<file path="src/rtl/regfile_pkg.sv">
// Shared definitions for the multi-port register file.
package regfile_pkg;

  localparam int DEF_XLEN = 32;
  localparam int DEF_NREG = 32;
  // Index of the register that is hardwired to zero when ZERO_REG=1.
  localparam int ZERO_IDX = 0;

  // Ceiling log2. Used at elaboration time to size address fields.
  function automatic int clog2(input int n);
    int r;
    r = 0;
    for (int i = 0; i < 31; i++) begin
      if ((1 << i) < n) r = i + 1;
    end
    return r;
  endfunction

endpackage

</file>
<file path="src/rtl/regfile_rdport.sv">
// One read port: address mux, write-bypass compare and optional output register.
module regfile_rdport
  import regfile_pkg::*;
#(
  parameter int XLEN     = DEF_XLEN,
  parameter int NREG     = DEF_NREG,
  parameter int AW       = clog2(DEF_NREG),
  parameter int BYPASS   = 1,
  parameter int READ_LAT = 0
) (
  input  logic                 clk,
  input  logic                 rst,
  input  logic [NREG*XLEN-1:0] regs_flat,
  input  logic [NREG-1:0]      busy,
  input  logic [AW-1:0]        r_addr,
  // we/bs arrive already qualified: a hardwired-zero target never asserts them.
  input  logic                 we,
  input  logic [AW-1:0]        w_reg,
  input  logic [XLEN-1:0]      w_data,
  input  logic                 bs,
  input  logic [AW-1:0]        busy_reg,
  output logic [XLEN-1:0]      r_data,
  output logic                 r_busy
);

  logic            wr_hit;
  logic [XLEN-1:0] word;
  logic [XLEN-1:0] comb_data;
  logic            comb_busy;
  logic [XLEN-1:0] q_data;
  logic            q_busy;

  assign word   = regs_flat[XLEN*int'(r_addr) +: XLEN];
  assign wr_hit = (BYPASS != 0) && we && (w_reg == r_addr);

  // Forward the in-flight write; a same-cycle new producer keeps the register busy.
  always_comb begin
    comb_data = word;
    comb_busy = busy[r_addr];
    if (wr_hit) begin
      comb_data = w_data;
      comb_busy = bs && (busy_reg == r_addr);
    end
  end

  // Output stage used when READ_LAT=1; pruned by synthesis otherwise.
  always_ff @(posedge clk or posedge rst) begin
    if (rst) begin
      q_data <= '0;
      q_busy <= 1'b0;
    end else begin
      q_data <= comb_data;
      q_busy <= comb_busy;
    end
  end

  assign r_data = (READ_LAT != 0) ? q_data : comb_data;
  assign r_busy = (READ_LAT != 0) ? q_busy : comb_busy;

endmodule

</file>
<file path="src/rtl/regfile_mp.sv">
// Parametrised register file with NREAD read ports, one write port,
// write-to-read bypass and a per-register busy scoreboard.
module regfile_mp
  import regfile_pkg::*;
#(
  parameter int XLEN     = DEF_XLEN,
  parameter int NREG     = DEF_NREG,
  parameter int NREAD    = 2,
  parameter int BYPASS   = 1,
  parameter int READ_LAT = 0,
  parameter int ZERO_REG = 1,
  localparam int AW      = clog2(NREG)
) (
  input  logic                  clk,
  input  logic                  rst,
  input  logic                  RegWEn,
  input  logic [AW-1:0]         w_reg,
  input  logic [XLEN-1:0]       w_data,
  input  logic [NREAD*AW-1:0]   r_reg,
  output logic [NREAD*XLEN-1:0] r_data,
  input  logic                  busy_set,
  input  logic [AW-1:0]         busy_reg,
  output logic [NREAD-1:0]      r_busy,
  output logic                  any_busy
);

  localparam logic [AW-1:0] ZERO_ADDR = AW'(ZERO_IDX);

  logic [XLEN-1:0]      regs [NREG];
  logic [NREG-1:0]      busy;
  logic [NREG*XLEN-1:0] regs_flat;
  logic                 we_eff;
  logic                 bs_eff;

  // Writes and busy marks aimed at the hardwired zero register are dropped here,
  // so neither storage nor the read-port bypass ever sees them.
  assign we_eff = RegWEn   && !((ZERO_REG != 0) && (w_reg == ZERO_ADDR));
  assign bs_eff = busy_set && !((ZERO_REG != 0) && (busy_reg == ZERO_ADDR));

  // Register storage: async clear, single write port.
  always_ff @(posedge clk or posedge rst) begin
    if (rst) begin
      for (int i = 0; i < NREG; i++) regs[i] <= '0;
    end else if (we_eff) begin
      regs[w_reg] <= w_data;
    end
  end

  // Busy scoreboard: writeback clears, issue sets; set is applied last so it wins.
  always_ff @(posedge clk or posedge rst) begin
    if (rst) begin
      busy <= '0;
    end else begin
      if (we_eff) busy[w_reg]    <= 1'b0;
      if (bs_eff) busy[busy_reg] <= 1'b1;
    end
  end

  // Flatten storage so each read port can take it as a single vector.
  always_comb begin
    regs_flat = '0;
    for (int i = 0; i < NREG; i++) regs_flat[i*XLEN +: XLEN] = regs[i];
  end

  assign any_busy = |busy;

  for (genvar p = 0; p < NREAD; p++) begin : g_rd
    regfile_rdport #(
      .XLEN     (XLEN),
      .NREG     (NREG),
      .AW       (AW),
      .BYPASS   (BYPASS),
      .READ_LAT (READ_LAT)
    ) u_rdport (
      .clk       (clk),
      .rst       (rst),
      .regs_flat (regs_flat),
      .busy      (busy),
      .r_addr    (r_reg[p*AW +: AW]),
      .we        (we_eff),
      .w_reg     (w_reg),
      .w_data    (w_data),
      .bs        (bs_eff),
      .busy_reg  (busy_reg),
      .r_data    (r_data[p*XLEN +: XLEN]),
      .r_busy    (r_busy[p])
    );
  end

endmodule
</file>
<file path="config.mk">
export PLATFORM = sky130hd
export DESIGN_NAME = regfile_mp
export DESIGN_NICKNAME = d
export VERILOG_FILES = /design/src/rtl/regfile_pkg.sv /design/src/rtl/regfile_rdport.sv /design/src/rtl/regfile_mp.sv
export SDC_FILE = /design/constraint.sdc
export NUM_CORES = 2
export LEC_CHECK = 0
export CAP_MARGIN = 10
export CORE_MARGIN = 8
export CORE_UTILIZATION = 40
export CTS_CLUSTER_DIAMETER = 120
export DETAILED_ROUTE_END_ITERATION = 12
export DONT_BUFFER_PORTS = 1
export GPL_ROUTABILITY_DRIVEN = 1
export PLACE_DENSITY_LB_ADDON = 0.25
export RECOVER_POWER = 50
export SLEW_MARGIN = 25
export SYNTH_ARGS = -nofsm -noshare
export SYNTH_HDL_FRONTEND = slang
export SYNTH_HIERARCHICAL = 1
export SYNTH_SLANG_ARGS = --single-unit
</file>
<file path="constraint.sdc">
create_clock -name clk -period 33 [get_ports clk]
set_clock_uncertainty 0.15 [all_clocks]
set_input_delay 3.3 -clock clk [delete_from_list [all_inputs] [get_ports clk]]
set_output_delay 3.3 -clock clk [all_outputs]
set_load 0.005 [all_outputs]
</file>
==> qor.yml <==
status: "finished, violations left"
violations: "max-capacitance violations, max-slew violations"
synth.yosys.seq_area_share_pct: 46.3
crit_start: "rst"
cp_data_arrival_time_ps: 9620
dr.pass1.iters: 5
num_rows: 138
coreArea_sq_um: 142000
place_congestion: 0.768
yosysWarnings: 6
cts_max_level: 3
worstHoldStart: "regs[1005]$_DFFE_PP0P_"
drt_iter0_drc: 2842
overflow: 0
grtUsageMet3_pct: 5.08
clock_latency_ps: 730
max-slew-margin-rel_pct: -169
remaining_drc_errors: 0
clock-sinks: 1056
ios: 123
port-buffer-count: 0
worst-setup-path-type: "primary input to asynchronous set/reset pin"
p_leak_nw: 25.7
grt_pass1_wl_mm: 263
syn-mean-instance-area_sq_um: 15.3
synth_area_leaders: "dfrtp_1 (46%), mux4_2 (21%), mux2_2 (20%)"
drive_above_1_share_pct: 50.0
use_met2_pct: 36.4
drv_cap: 33
synth_top_area_share_pct: 46.3
min_path_type: "register to register"
grt_max_degree: 267
wl_per_cell_um: 32.8
syn_area_sq_um: 57100
fin_cells: 5459
hold_depth: 0
r2r_cells: 1
use_met1_pct: 30.9
setup_viol: 0
place_inst: 5245
cts_setup_buffers: 0
root_buffer: "clkbuf_16"
antenna_found_initial: 1
die_h_um: 394
busiest_layer: "met2"
start_util_pct: 40.3
die_w_um: 394
worstPathRequired_ps: 33160
yosys-top-cells-count: "dfrtp_1 (1056), mux2_2 (992), mux4_2 (526), clkbuf_1 (204), o22ai_1 (130)"
max_slew.worst_pin.slew_ps: 4040
yosysTopAreaCell: "dfrtp_1"
async_reset_ff_share_pct: 100
hold_viol: 0
dpl.hpwl_mm: 92.5
fin_crit_ps: 9460
postRouteAntennaNets: 0
rr_endpoint: "regs[792]$_DFFE_PP0P_"
yosysUniqueCellTypes: 48
cts_resized: 0
drv_slew: 1068
synth-main-ff-cell: "dfrtp_1"
num_vias: 34900
timing.rr.start: "regs[792]$_DFFE_PP0P_"
rsz0062_at_grt: "no"
totalWireLength_mm: 179
die_area_sq_um: 155000
antenna_cells: 0
ys_ff_latch: 1056
fmax_ghz: 0.106
finalSetupTns_ps: 0
area_delta_synth_final_pct: 7.29
clk_pin_slew_ps: 60
finalPower_w: 0.00373
numCtsBuffers: 114
finalCritPeriodShare_pct: 28.7
cts_tree: "built"
synth_fp_nets: 3789
powerDensity_nw_per_um2: 60.8
clockBufferDepth: 3
endpoint_kind: "asynchronous set/reset pin"
largest_reg_flops: 1024
vdd_drop_max_uv: 51.8
n_fill_cell: 12800
cp_max_fo: 65
synth_edf_count: 0
vias_per_cell: 6.39
grt_pass1_vias: 35900
rrSetupSlack_ps: 32030
postLayoutCoreUtil_pct: 43.3
holdBufCountCts: 0
crit_path_start_kind: "primary input"
grt_use_total_pct: 22.7
netlist_instances: 3733
fin_nets: 3529
whs_endpoint: "regs[1005]$_DFFE_PP0P_"
synth_most_common_cell: "dfrtp_1"
## power by group
| part | total [W] | internal [W] | switching (W) |
|---|---|---|---|
| Combinational | 0.000673 | 0.000446 | 0.000227 |
| Clock | 0.00134 | 0.000792 | 0.000549 |
| Sequential | 0.00171 | 0.00154 | 0.000172 |
| Total | 0.00373 | 0.00278 | 0.000948 |
## area by class of cell
| type | instances | area (sq um) | area share, % |
|---|---|---|---|
| Clock buffer | 173 | 3440 | 5.61 |
| Clock inverter | 39 | 469 | 0.766 |
| Inverter | 1 | 5.00 | 0.00817 |
| Multi-Input combinational cell | 2234 | 28200 | 46.0 |
| Sequential cell | 1056 | 26400 | 43.1 |
| Tap cell | 1890 | 2360 | 3.86 |
| Timing Repair Buffer | 66 | 422 | 0.688 |
## worst max path at each step
| stage | to | slack, ps | depth (start not counted) |
|---|---|---|---|
| after floorplan | busy[0]$_DFF_PP0_ | 14990 | 1 |
| after global placement | r_busy[0] | 23590 | 6 |
| after detailed placement | r_busy[0] | 23620 | 6 |
| after CTS | r_busy[0] | 23610 | 6 |
| after global routing | regs[730]$_DFFE_PP0P_ | 22260 | 4 |
| final | regs[135]$_DFFE_PP0P_ | 23540 | 4 |
## cells by family (layout without fill, tap and decap cells)
logic type / Yosys count / in the layout / share of synthesized area (%)
multiplexers: 1592 / 1592 / 41.6
flip-flops: 1056 / 1056 / 46.3
XOR/XNOR: 20 / 20 / 0.307
AND/OR/NAND/NOR: 250 / 250 / 2.61
AO/OA/AOI/OAI: 372 / 372 / 4.67
buffers and inverters: 443 / 279 / 4.54
## routing by layer
metal  wire [um]  up-vias  share of wire [%]
met5           0        -                  0
met4        6100        0                3.4
met3       12300      294                6.9
met2       84700     1124                 47
met1       75900    19400                 42
li1            -    14100                  -
## critical path, cell delays in order
cell,delay (ps)
clkinvlp_2,490
clkbuf_1,2620
clkbuf_1,1260
clkbuf_1,1850
## cells in the final DEF, fill, tap and decap left out, types with 5 or more instances in the layout
master     Yosys  layout
clkinv_2       0      24
and3_1         5       5
nor2b_1       66      64
a32o_1         6       6
and2_2         0       6
nand3b_1      13      13
clkbuf_16      0     116
mux2_1         8       9
mux2i_1       66      66
dfrtp_1     1056    1056
a211o_1       62      62
nor3b_1        4       7
o22ai_1      130     130
mux2_2       992     991
a211oi_1      64      64
a22o_1        11      11
nor4_1        10      10
clkbuf_8       0      32
clkbuf_1     204      48
o21ai_0       28      28
nand2_2       12      10
nor2_1        17      12
mux4_2       526     526
bufinv_16      0      10
o31ai_1       65      65
buf_4         46      42
nand3_1       71      71
nor2_4         4       9
nand2_1       15      17
xor2_1        16      16
## stage by stage
step,area [sq um],hold WS (ps),setup slack [ps]
floorplan,57100,291,14990
global placement,57600,226,23590
detailed placement,57600,232,23620
CTS,61500,246,23610
global route,61300,258,22260
finish,61300,245,23540
(Power assumes the default switching activity.)
